**config.mk**
```make
export PLATFORM = sky130hd
export DESIGN_NAME = fetch_stage
export DESIGN_NICKNAME = d
export VERILOG_FILES = /design/src/rtl/core_pkg.sv /design/src/rtl/pc_gen.sv /design/src/rtl/fetch_stage.sv
export SDC_FILE = /design/constraint.sdc
export NUM_CORES = 1
export LEC_CHECK = 0
export BUFFER_PORTS_ARGS = -buffer_cell sky130_fd_sc_hd__buf_2
export CORE_MARGIN = 2
export CORE_UTILIZATION = 50
export CTS_CLUSTER_SIZE = 12
export DETAILED_ROUTE_END_ITERATION = 10
export HOLD_SLACK_MARGIN = 0.12
export PLACE_DENSITY = 0.81
export RECOVER_POWER = 50
export SYNTH_ARGS = -nofsm -noshare
export SYNTH_HDL_FRONTEND = slang
export SYNTH_SLANG_ARGS = --single-unit
export TNS_END_PERCENT = 1
```
**constraint.sdc**
```tcl
create_clock -name clk_i -period 11.7 [get_ports clk_i]
set_input_delay 2.34 -clock clk_i [delete_from_list [all_inputs] [get_ports clk_i]]
set_output_delay 2.34 -clock clk_i [all_outputs]
set_load 0.05 [all_outputs]
```
**src/rtl/core_pkg.sv**
```systemverilog
// Shared types and constants for the RV32I pipeline front end.
package core_pkg;

  localparam logic [31:0] NOP_INSTR = 32'h0000_0013;

  typedef struct packed {
    logic [31:0] pc;
    logic [31:0] instr;
    logic        valid;
  } if_id_t;

  typedef enum logic [1:0] {
    STEP_ADVANCE  = 2'd0,
    STEP_STALL    = 2'd1,
    STEP_REDIRECT = 2'd2
  } step_e;

  // Redirect beats stall beats advance; exactly one action per edge.
  function automatic step_e step_sel(input logic redirect, input logic stall);
    if (redirect)   return STEP_REDIRECT;
    else if (stall) return STEP_STALL;
    else            return STEP_ADVANCE;
  endfunction

endpackage

```
**src/rtl/pc_gen.sv**
```systemverilog
// Fetch PC register: sequential advance with wrap, masked redirect targets,
// and a registered one-cycle flag for misaligned redirect targets.
module pc_gen
  import core_pkg::*;
#(
  parameter logic [31:0] RESET_PC   = 32'h0000_0000,
  parameter int          IMEM_WORDS = 1024
) (
  input  logic        clk_i,
  input  logic        rst_i,
  input  logic        stall_i,
  input  logic        redirect_i,
  input  logic [31:0] redirect_pc_i,
  output logic [31:0] pc_o,
  output logic        misalign_o
);

  localparam logic [31:0] PC_SPAN = 32'(IMEM_WORDS * 4);
  localparam logic [31:0] PC_LAST = PC_SPAN - 32'd4;

  logic [31:0] pc_q, pc_d;
  logic        misalign_q, misalign_d;
  logic [31:0] target_word;

  assign target_word = {redirect_pc_i[31:2], 2'b00};

  always_comb begin
    pc_d       = pc_q;
    misalign_d = 1'b0;
    case (step_sel(redirect_i, stall_i))
      STEP_REDIRECT: begin
        pc_d       = target_word % PC_SPAN;
        misalign_d = |redirect_pc_i[1:0];
      end
      STEP_STALL: pc_d = pc_q;
      default:    pc_d = (pc_q >= PC_LAST) ? 32'd0 : pc_q + 32'd4;
    endcase
  end

  always_ff @(posedge clk_i or posedge rst_i) begin
    if (rst_i) begin
      pc_q       <= RESET_PC;
      misalign_q <= 1'b0;
    end else begin
      pc_q       <= pc_d;
      misalign_q <= misalign_d;
    end
  end

  assign pc_o       = pc_q;
  assign misalign_o = misalign_q;

endmodule

```
**src/rtl/fetch_stage.sv**
```systemverilog
// IF stage: drives the instruction-memory address, captures the returned word
// into IF/ID, applies stalls and redirects, and counts fetches and bubbles.
module fetch_stage
  import core_pkg::*;
#(
  parameter logic [31:0] RESET_PC   = 32'h0000_0000,
  parameter int          IMEM_WORDS = 1024,
  parameter int          CNT_W      = 32
) (
  input  logic             clk_i,
  input  logic             rst_i,
  input  logic             stall_i,
  input  logic             redirect_i,
  input  logic [31:0]      redirect_pc_i,
  input  logic [31:0]      instr_i,
  output logic [31:0]      pc_o,
  output logic [31:0]      if_id_pc_o,
  output logic [31:0]      if_id_instr_o,
  output logic             if_id_valid_o,
  output logic             misalign_o,
  output logic [CNT_W-1:0] fetch_cnt_o,
  output logic [CNT_W-1:0] bubble_cnt_o
);

  localparam if_id_t IF_ID_BUBBLE = '{pc: 32'd0, instr: NOP_INSTR, valid: 1'b0};

  if_id_t            if_id_q, if_id_d;
  logic [CNT_W-1:0]  fetch_cnt_q, fetch_cnt_d;
  logic [CNT_W-1:0]  bubble_cnt_q, bubble_cnt_d;
  logic [31:0]       pc;

  pc_gen #(
    .RESET_PC   (RESET_PC),
    .IMEM_WORDS (IMEM_WORDS)
  ) u_pc_gen (
    .clk_i         (clk_i),
    .rst_i         (rst_i),
    .stall_i       (stall_i),
    .redirect_i    (redirect_i),
    .redirect_pc_i (redirect_pc_i),
    .pc_o          (pc),
    .misalign_o    (misalign_o)
  );

  // Counters stick at all-ones rather than wrapping.
  function automatic logic [CNT_W-1:0] sat_inc(input logic [CNT_W-1:0] v);
    return (v == '1) ? v : v + CNT_W'(1);
  endfunction

  always_comb begin
    if_id_d      = if_id_q;
    fetch_cnt_d  = fetch_cnt_q;
    bubble_cnt_d = bubble_cnt_q;
    case (step_sel(redirect_i, stall_i))
      STEP_REDIRECT: begin
        if_id_d      = IF_ID_BUBBLE;
        bubble_cnt_d = sat_inc(bubble_cnt_q);
      end
      STEP_STALL: begin
        if_id_d = if_id_q;
      end
      default: begin
        if_id_d     = '{pc: pc, instr: instr_i, valid: 1'b1};
        fetch_cnt_d = sat_inc(fetch_cnt_q);
      end
    endcase
  end

  always_ff @(posedge clk_i or posedge rst_i) begin
    if (rst_i) begin
      if_id_q      <= IF_ID_BUBBLE;
      fetch_cnt_q  <= '0;
      bubble_cnt_q <= '0;
    end else begin
      if_id_q      <= if_id_d;
      fetch_cnt_q  <= fetch_cnt_d;
      bubble_cnt_q <= bubble_cnt_d;
    end
  end

  assign pc_o          = pc;
  assign if_id_pc_o    = if_id_q.pc;
  assign if_id_instr_o = if_id_q.instr;
  assign if_id_valid_o = if_id_q.valid;
  assign fetch_cnt_o   = fetch_cnt_q;
  assign bubble_cnt_o  = bubble_cnt_q;

endmodule

```
* Yosys cells after proc, flatten, opt, wreduce, memory -nomap -nowiden
Index checks and enable logic that the tools add are counted.
** Operators by class
- Add/sub/neg operators :: 3
- Muxes and demuxes :: 6
- Bitwise operators :: 3
- $lt $le $gt $ge :: 1
- Equal/unequal tests :: 4
- Reduce and logical (&&, ||, !) cells :: 4
** Operator list (number)
- 65-bit case mux with 2 select lines :: 1
- 32-bit by 1-bit adder with 32-bit output, second input constant :: 2
- 32-bit == test, second input constant :: 2
- 32-bit case mux with 2 select lines :: 1
- 32-bit by 3-bit adder with 32-bit output, second input constant :: 1
- 32-bit by 12-bit >= comparator with 1-bit output, second input constant :: 1
- 32-bit two-way mux :: 1
- 2-bit AND reduction :: 2
- 2-bit OR reduction :: 2
- 1-bit inverter :: 3
- 2-bit by 1-bit == test with 1-bit output, second input constant :: 1
- 2-bit == test, second input constant :: 1
- 1-bit two-way mux :: 2
- 2-bit two-way mux :: 1
** Word-level totals
- Input port bits :: 68
- Logic and storage cells :: 28
- Register bits after elaboration :: 162
- Output and inout bits :: 162

* Longest topological paths before layout
Gate-level depths: netlist of run 1.
- Depth in word-level cells :: 6
- Mapped depth :: 8
- Gate-level depth less buffers :: 6

* Hierarchy
From an unflattened synthesis of run 1, not the netlist that was laid out.
** Second synthesis, totals
- Cells, all modules :: 657
- Area, all modules :: 7225.7 µm²
** Modules (own cells, without submodules)
- fetch_stage :: cells an instance 506, area an instance 5708.0 µm², sequential area each 3231.8 µm², instances 1
- pc_gen :: cells an instance 151, area an instance 1517.7 µm², sequential area each 775.7 µm², instances 1

* Least setup slack after synthesis of run 1
Ideal clock, no wire load.
- Path type :: input port to flip-flop
- Start point :: input stall_i
- End point :: register fetch_cnt_q[8] (netlist: fetch_cnt_o[8])
- Path slack :: 7.923 ns
- Stages on the path :: 6
- Buffers on the path :: 2
- Required time :: 11.557 ns
- Arrival time :: 3.634 ns
- Setup time :: 0.143 ns
- Cell sequence :: clkbuf_1 > nor2_1 > a21boi_1 > buf_2 > nand3_1 > xnor2_1
** Between the ends
- Cells in the longest elaborated chain, start to end :: 6
- Elaborated cells between the ends (all ways) :: 7
- Those cells by class :: eq/ne: 2; mux: 2; bitwise: 1; reduce/logical: 2
** Ends and longest elaborated chain
- start: declaration :: line fetch_stage.sv:12 : input logic stall_i,
- 1-bit two-way mux (*) :: line core_pkg.sv:21 : else if (stall) return STEP_STALL;
- 2-bit two-way mux (*) :: line core_pkg.sv:20 : if (redirect) return STEP_REDIRECT;
- 2-bit == test or 2-bit by 1-bit == test with 1-bit output (tied branches) :: line fetch_stage.sv:54 : case (step_sel(redirect_i, stall_i))
- 2-bit OR reduction (no line) (*)
- 1-bit inverter (no line) (*)
- 2-bit AND reduction (no line) (*)
- end signal: assignment :: line fetch_stage.sv:76 : fetch_cnt_q <= fetch_cnt_d;
- end: declaration :: line fetch_stage.sv:28 : logic [CNT_W-1:0] fetch_cnt_q, fetch_cnt_d;
Every way passes the cells marked *; elsewhere a longest branch is shown, timed or not.
A chain may end at the register's enable or synchronous reset.

* Worst setup path in the final report of run 1
- Start point :: input redirect_i
- End point :: register fetch_cnt_q[30] (netlist: fetch_cnt_o[30])
** Between the ends
- Cells in the longest elaborated chain, start to end :: 5
- Elaborated cells between the ends (all ways) :: 6
- Those cells by class :: eq/ne: 2; mux: 1; bitwise: 1; reduce/logical: 2
** Ends and longest elaborated chain
- start: declaration :: line fetch_stage.sv:13 : input logic redirect_i,
- 2-bit two-way mux (*) :: line core_pkg.sv:20
- 2-bit == test or 2-bit by 1-bit == test with 1-bit output (tied branches) :: line fetch_stage.sv:54
- 2-bit OR reduction (no line) (*)
- 1-bit inverter (no line) (*)
- 2-bit AND reduction (no line) (*)
Marks and branches as above.

==> flow_summary.json, run 1 <==
{
  "run_status": "finished, violations left",
  "failed_checks": "max-capacitance violations, max-slew violations",
  "core.rowCount": 43,
  "fin_crit_sh": 0.510,
  "critical-path-top-cell-by-count": "sky130_fd_sc_hd__clkbuf_1",
  "finish.utilization": 0.623,
  "max-clock-path-buffers": 2,
  "die_w_um": 122,
  "insertedDiodeCount": 0,
  "clock_share_of_power": 0.386,
  "report.power.total_mw": 1.44,
  "rsz0062_at_grt": "false",
  "final_nets": 895,
  "finalNonFillerCells": 1017,
  "number_of_buffers_added_by_the_clock_tree_synthesis_step": 17,
  "crit_fanout": 58,
  "gr-usage-all-layers": 0.223,
  "clk_latency_ns": 0.42,
  "postCtsSetupRepairBufs": 0,
  "hold_slack_ns": 0.488,
  "place_hpwl_mm": 11.0,
  "antenna_violations_before_repair": 0,
  "synth_area_in_compound_gates": 0.0282,
  "core-area_sq_mm": 0.0138,
  "critical_path.n_buffers_inverters": 3,
  "initial_utilization": 0.506,
  "drt-vias-per-instance": 5.31,
  "cap_viol_max_count": 2,
  "port-buffer-count": 207,
  "routed_wire_length_per_instance_um": 15.8,
  "dominant_combinational_cell_family_by_area_after_synthesis": "simple AND/OR/NAND/NOR gates",
  "slew_headroom": -1.41,
  "layout.cell_area.non_filler_sq_mm": 0.00858,
  "final_common_cell": "sky130_fd_sc_hd__dfrtp_1",
  "syn_area_sq_mm": 0.00697,
  "count_of_synthesis_stage_warnings_from_yosys": 0,
  "synth.area.mux_share": 0.0971,
  "synth-edff-count": 0,
  "tritoncts": "done",
  "cts-hold-fix-buffers": 0,
  "swShare": 0.313,
  "cpMaxStageDelayCell": "sky130_fd_sc_hd__clkbuf_1",
  "ctsRootBufferMaster": "sky130_fd_sc_hd__clkbuf_16",
  "p_int_mw": 0.988,
  "power_leakage_nw": 4.13,
  "most-common-layout-cells": "sky130_fd_sc_hd__dfrtp_1 (156), sky130_fd_sc_hd__clkbuf_1 (113), sky130_fd_sc_hd__buf_2 (97)",
  "critical_path_required_ns": 12.01,
  "drt_first_pass_iters": 5,
  "p_switching_mw": 0.450,
  "grt_first_pass_wirelength_mm": 26.2,
  "cpPeakStageDelay_ns": 1.74,
  "tns_ns": 0,
  "synthSimpleGateAreaFrac": 0.195,
  "detailroute.via_count": 5399,
  "ys_seq_elements": 159,
  "synth_xor_xnor_area_share": 0.0779,
  "timing.final.setup_violations": 0,
  "report.final.hold_viol_count": 0,
  "syn-instance-count": 621,
  "drc": 0,
  "post_synth_fa_ha_maj_area_fraction": 0.00539,
  "io-pin-count": 230,
  "placed_instance_area_sq_mm": 0.00814,
  "synth.yosys.seq_area_share": 0.571,
  "vertical_die_dimension_um": 122,
  "pwr-share-seq": 0.435,
  "drt_wl_total_mm": 16.1,
  "drive_above_1_share": 0.173,
  "global_route.overflow_total": 0,
  "antenna_left": 0,
  "area_growth_pct": 23.1,
  "clock-skew-final_ns": 0.00683,
  "clock-sinks": 159,
  "first_global_vias": 5230,
  "crit_family": "buffers and inverters",
  "yosysUniqueCellTypes": 44,
  "dp.cells": 985,
  "timing.final.max_slew_violations": 145,
  "worst_slack_ns": 5.73,
  "synth.avg_cell_area_sq_um": 11.2,
  "worstHoldPathType": "reg -> reg",
  "cts.htree.levels": 4,
  "die_area_sq_mm": 0.0149,
  "period_needed_ns": 5.97,
  "worst_setup_path_end_kind": "flop",
  "critical_path_class": "in -> reg",
  "p_comb_frac": 0.179,
  "pwr_density_cell_mw_per_mm2": 167,
  "cts_resized": 0,
  "place_ws_ns": 7.16,
  "synth-main-ff-cell": "sky130_fd_sc_hd__dfrtp_1",
  "dr.first_iter.drc_count": 489,
  "ys_async_sr_fraction": 1.00,
  "crit_chain": "buf_2, clkbuf_1, clkbuf_1, nand4bb_1, nor3_1, and2_1, nand3_1, mux2_1",
  "grt_max_degree": 86,
  "nFillCells": 1222,
  "worstMarginPinSlew_ns": 3.59,
  "peakVddDrop_mv": 0.128,
  "clkTransAtPathRegs_ns": 0.06,
  "worst_setup_path_start_kind": "input pin",
  "fmax_mhz": 167,
  "routabilityCongestion": 0.819,
  "arrival_ns": 6.28
}
==> layer usage <==
| metal | global-route usage | wire length (um) |
|---|---|---|
| met4 | 0.0797 | 249 |
| met2 | 0.348 | 7730 |
| met3 | 0.0604 | 1070 |
| met1 | 0.303 | 7030 |
| met5 | 0 | 0 |
==> power groups by stage <==
stage | logic (mW) | registers, mW | clock network, mW
final | 0.258 | 0.625 | 0.554
after global routing | 0.277 | 0.632 | 0.589
after CTS | 0.268 | 0.625 | 0.564
after detailed placement | 0.267 | 0.634 | 0
after global placement | 0.262 | 0.633 | 0
after floorplan | 0.0802 | 0.750 | 0
==> area by class of cell <==
| class | count | area, sq um | area share |
|---|---|---|---|
| sequential | 159 | 3980 | 0.464 |
| multi-input combinational | 427 | 2820 | 0.329 |
| timing repair buffer | 213 | 940 | 0.109 |
| clock buffer | 20 | 447 | 0.0520 |
| tap | 180 | 225 | 0.0262 |
| clock inverter | 12 | 143 | 0.0166 |
| inverter | 6 | 23.8 | 0.00277 |
==> registers in the layout, summed over array words and instances, names as in the netlist <==
signal and count:
bubble_cnt_o 32, fetch_cnt_o 32, if_id_instr_o 32, if_id_pc_o 31, if_id_valid_o 1, u_pc_gen.misalign_o 1, u_pc_gen.pc_o 30
==> kinds of logic (layout without fill, tap and decap cells) <==
group,Yosys count,after routing
AOI/OAI and AO/OA,30,30
xor gates and xnor gates,62,62
adders and majority gates,3,3
buffers and inverters,36,251
DFF,159,159
and+or+nand+nor,263,263
muxes,67,67
other,1,2
==> synthesized netlist by cell type (4+ instances only) <==
| master | number | area, sq um |
|---|---|---|
| sky130_fd_sc_hd__inv_1 | 6 | 22.5 |
| sky130_fd_sc_hd__and2_1 | 25 | 156 |
| sky130_fd_sc_hd__a22oi_1 | 9 | 67.6 |
| sky130_fd_sc_hd__dfrtp_1 | 156 | 3900 |
| sky130_fd_sc_hd__o21ai_0 | 9 | 45.0 |
| sky130_fd_sc_hd__nor2_1 | 80 | 300 |
| sky130_fd_sc_hd__nor4_1 | 5 | 31.3 |
| sky130_fd_sc_hd__and3_1 | 13 | 81.3 |
| sky130_fd_sc_hd__nand3_1 | 43 | 215 |
| sky130_fd_sc_hd__buf_2 | 4 | 20.0 |
| sky130_fd_sc_hd__xnor2_1 | 52 | 455 |
| sky130_fd_sc_hd__xor2_1 | 10 | 87.6 |
| sky130_fd_sc_hd__mux2i_1 | 62 | 621 |
| sky130_fd_sc_hd__nor3_1 | 9 | 45.0 |
| sky130_fd_sc_hd__buf_4 | 4 | 30.0 |
| sky130_fd_sc_hd__clkbuf_1 | 18 | 67.6 |
| sky130_fd_sc_hd__mux2_2 | 4 | 45.0 |
| sky130_fd_sc_hd__nand2_1 | 33 | 124 |
| sky130_fd_sc_hd__nand4_1 | 28 | 175 |
| sky130_fd_sc_hd__a21oi_1 | 4 | 20.0 |
| sky130_fd_sc_hd__and4_1 | 11 | 96.3 |
==> worst paths after layout <==
| kind | startpoint | end | cells past startpoint | slack (ns) |
|---|---|---|---|---|
| worst max-delay path | redirect_i | fetch_cnt_o[30]$_DFFE_PP0P_ | 8 | 5.73 |
| worst min-delay path | bubble_cnt_o[30]$_DFFE_PP0P_ | bubble_cnt_o[30]$_DFFE_PP0P_ | 1 | 0.49 |
| worst max register to register | bubble_cnt_o[3]$_DFFE_PP0P_ | bubble_cnt_o[1]$_DFFE_PP0P_ | 5 | 9.14 |
| worst min register to register | bubble_cnt_o[30]$_DFFE_PP0P_ | bubble_cnt_o[30]$_DFFE_PP0P_ | 1 | 0.49 |
| max in group asynchronous | rst_i | fetch_cnt_o[28]$_DFFE_PP0P_ | 3 | 6.57 |
| min in group asynchronous | rst_i | if_id_instr_o[30]$_DFFE_PP0P_ | 2 | 2.97 |
No activity file was read; power rests on OpenSTA's default activity.
==> run 2: changes to the inputs <==
--- a/config.mk
+++ b/config.mk
@@ -5,13 +5,14 @@
 export SDC_FILE = /design/constraint.sdc
 export NUM_CORES = 1
 export LEC_CHECK = 0
+export ABC_AREA = 1
 export BUFFER_PORTS_ARGS = -buffer_cell sky130_fd_sc_hd__buf_2
 export CORE_MARGIN = 2
-export CORE_UTILIZATION = 50
+export CORE_UTILIZATION = 47
 export CTS_CLUSTER_SIZE = 12
 export DETAILED_ROUTE_END_ITERATION = 10
 export HOLD_SLACK_MARGIN = 0.12
-export PLACE_DENSITY = 0.81
+export PLACE_DENSITY = 0.78
 export RECOVER_POWER = 50
 export SYNTH_ARGS = -nofsm -noshare
 export SYNTH_HDL_FRONTEND = slang
==> constraint.sdc (replaced) <==
create_clock -name clk_i -period 4.9 [get_ports clk_i]
set_input_delay 0.98 -clock clk_i [delete_from_list [all_inputs] [get_ports clk_i]]
set_output_delay 0.98 -clock clk_i [all_outputs]
set_load 0.05 [all_outputs]
==> run 2 against run 1 <==
Net effect:
- the flow still finishes with violations (max-capacitance violations, max-slew violations)
- via count grew 35%
- cell count grew 44%
- synthesized area grew 15%
- clock-buffer cell count shrank 2
- die area grew 21%
==> flow_summary.json, run 2 <==
{
  "drt-vias-per-instance": 4.97,
  "antenna_violations_before_repair": 1,
  "die_w_um": 134,
  "arrival_ns": 3.58,
  "first_global_vias": 6776,
  "slew_headroom": -0.509,
  "final_nets": 1300,
  "drt_first_pass_iters": 5,
  "clock-skew-final_ns": 0.00949,
  "fmax_mhz": 309,
  "yosysUniqueCellTypes": 33,
  "synth_area_leaders": "sky130_fd_sc_hd__dfrtp_1 (49%), sky130_fd_sc_hd__nand2_1 (21%), sky130_fd_sc_hd__nor2_1 (6.6%)",
  "cap_viol_max_count": 1,
  "synth.top_cells.by_count": "sky130_fd_sc_hd__nand2_1 (443), sky130_fd_sc_hd__dfrtp_1 (156), sky130_fd_sc_hd__nor2_1 (141)",
  "detailroute.via_count": 7265,
  "cts.htree.levels": 4,
  "worst_slack_ns": 1.66,
  "rsz0062_at_grt": "false",
  "placed_instance_area_sq_mm": 0.00917,
  "syn_area_sq_mm": 0.00800,
  "global_route.overflow_total": 0,
  "critical_path_class": "in -> reg",
  "failed_checks": "max-capacitance violations, max-slew violations",
  "post_synth_fa_ha_maj_area_fraction": 0.00469,
  "core-area_sq_mm": 0.0166,
  "post-synth-top-area-cell": "sky130_fd_sc_hd__dfrtp_1",
  "insertedDiodeCount": 0,
  "worstMarginPinSlew_ns": 2.26,
  "core.rowCount": 47,
  "grt_max_degree": 160,
  "ys_seq_elements": 159,
  "finish.utilization": 0.587,
  "io-pin-count": 230,
  "synth.yosys.seq_area_share": 0.498,
  "drc": 0,
  "ys_async_sr_fraction": 1.00,
  "synth-edff-count": 0,
  "timing.final.setup_violations": 0,
  "die_area_sq_mm": 0.0181,
  "report.final.hold_viol_count": 0,
  "syn-instance-count": 1030,
  "drive_above_1_share": 0.192,
  "gr-usage-all-layers": 0.236,
  "routabilityCongestion": 0.916,
  "postCtsSetupRepairBufs": 0,
  "synthSimpleGateAreaFrac": 0.326,
  "count_of_synthesis_stage_warnings_from_yosys": 0,
  "synth-main-ff-cell": "sky130_fd_sc_hd__dfrtp_1",
  "most_numerous_cell_in_the_yosys_netlist": "sky130_fd_sc_hd__nand2_1",
  "initial_utilization": 0.482,
  "finalNonFillerCells": 1462,
  "synth.area.mux_share": 0,
  "grt_first_pass_wirelength_mm": 34.1,
  "port-buffer-count": 207,
  "critical_path_required_ns": 5.24,
  "clock-sinks": 159,
  "fin_crit_sh": 0.661,
  "peakVddDrop_mv": 0.348,
  "pwr_density_cell_mw_per_mm2": 362,
  "report.power.total_mw": 3.53,
  "synth_xor_xnor_area_share": 0.0394,
  "worst_setup_path_start_kind": "input pin",
  "clk_latency_ns": 0.42,
  "worst_setup_path_end_kind": "flop",
  "synth.avg_cell_area_sq_um": 7.77,
  "clkTransAtPathRegs_ns": 0.07,
  "worstHoldPathType": "reg -> reg",
  "drt_wl_total_mm": 21.0,
  "tritoncts": "done",
  "cts_resized": 0,
  "place_ws_ns": 1.93,
  "layout.cell_area.non_filler_sq_mm": 0.00974,
  "ctsRootBufferMaster": "sky130_fd_sc_hd__clkbuf_16",
  "routed_wire_length_per_instance_um": 14.4,
  "area_growth_pct": 21.7,
  "max-clock-path-buffers": 2,
  "hold_slack_ns": 0.475,
  "power_leakage_nw": 5.12,
  "vertical_die_dimension_um": 134,
  "dp.cells": 1430,
  "tns_ns": 0,
  "most-common-layout-cells": "sky130_fd_sc_hd__nand2_1 (444), sky130_fd_sc_hd__buf_2 (180), sky130_fd_sc_hd__dfrtp_1 (156)",
  "number_of_buffers_added_by_the_clock_tree_synthesis_step": 17,
  "yosysTopAreaCellShare": 0.488,
  "crit_fanout": 33,
  "cts-hold-fix-buffers": 0,
  "run_status": "finished, violations left",
  "final_common_cell": "sky130_fd_sc_hd__nand2_1",
  "period_needed_ns": 3.24,
  "dominant_combinational_cell_family_by_area_after_synthesis": "simple AND/OR/NAND/NOR gates",
  "timing.final.max_slew_violations": 160,
  "place_hpwl_mm": 14.6,
  "antenna_left": 0,
  "dr.first_iter.drc_count": 417,
  "synth_area_in_compound_gates": 0.0751
}
## run 2: cell types whose count changed after synthesis, moves of 24 or more
cell,before,now
sky130_fd_sc_hd__nor2_1,80,141
sky130_fd_sc_hd__nand3_1,43,8
sky130_fd_sc_hd__nand2_1,33,443
sky130_fd_sc_hd__o21ai_0,9,43
sky130_fd_sc_hd__mux2i_1,62,0
sky130_fd_sc_hd__and2_1,25,0
sky130_fd_sc_hd__nand3b_1,2,29
sky130_fd_sc_hd__nand4_1,28,4
sky130_fd_sc_hd__a22o_1,0,30
sky130_fd_sc_hd__xnor2_1,52,8
sky130_fd_sc_hd__inv_1,6,62
## run 2: kinds of logic after synthesis
kind of cell / count (synthesis)
flops: 159
simple gates: 641
fa+ha+maj: 3
other cells: 1
buf+inv: 99
xor+xnor: 36
compound gates: 91
## run 2: worst max-delay path: stages
cell and delay (ns):
sky130_fd_sc_hd__clkbuf_1 0.64, sky130_fd_sc_hd__nand2_1 0.92, sky130_fd_sc_hd__inv_2 0.79, sky130_fd_sc_hd__nand2_1 0.15, sky130_fd_sc_hd__o21ai_2 0.08
## run 2: per-layer routing
metal / track usage / vias up / share of wire
met5: 0 / - / 0
li1: - / 3623 / -
met3: 0.0691 / 19 / 0.064
met1: 0.315 / 3411 / 0.44
met4: 0.0556 / 0 / 0.011
met2: 0.381 / 212 / 0.48
## run 2: area by class of cell
cell class,count,area [sq um]
clock buffers,18,429
clock inverters,14,193
fillers,1538,6850
inverters,68,262
multi-input cells,773,3570
flip-flops and latches,159,3980
well taps,220,275
repair buffers,210,1020
## run 2: final timing paths
| check | start | to | slack [ns] | depth (start not counted) |
|---|---|---|---|---|
| worst max-delay path | redirect_i | bubble_cnt_o[9]$_DFFE_PP0P_ | 1.66 | 5 |
| worst min register to register | if_id_pc_o[4]$_DFFE_PP0P_ | if_id_pc_o[4]$_DFFE_PP0P_ | 0.47 | 2 |
| worst min-delay path | if_id_pc_o[4]$_DFFE_PP0P_ | if_id_pc_o[4]$_DFFE_PP0P_ | 0.47 | 2 |
| worst max register to register | bubble_cnt_o[0]$_DFFE_PP0P_ | bubble_cnt_o[9]$_DFFE_PP0P_ | 1.80 | 10 |
| max in group asynchronous | rst_i | fetch_cnt_o[29]$_DFFE_PP0P_ | 2.09 | 3 |
| min in group asynchronous | rst_i | bubble_cnt_o[2]$_DFFE_PP0P_ | 1.26 | 3 |
## run 2: where the power goes
| group | total (mW) | switching, mW | internal, mW |
|---|---|---|---|
| registers | 1.48 | 0.0926 | 1.39 |
| logic | 0.628 | 0.478 | 0.150 |
| clock network | 1.42 | 0.597 | 0.824 |
| total | 3.53 | 1.17 | 2.36 |
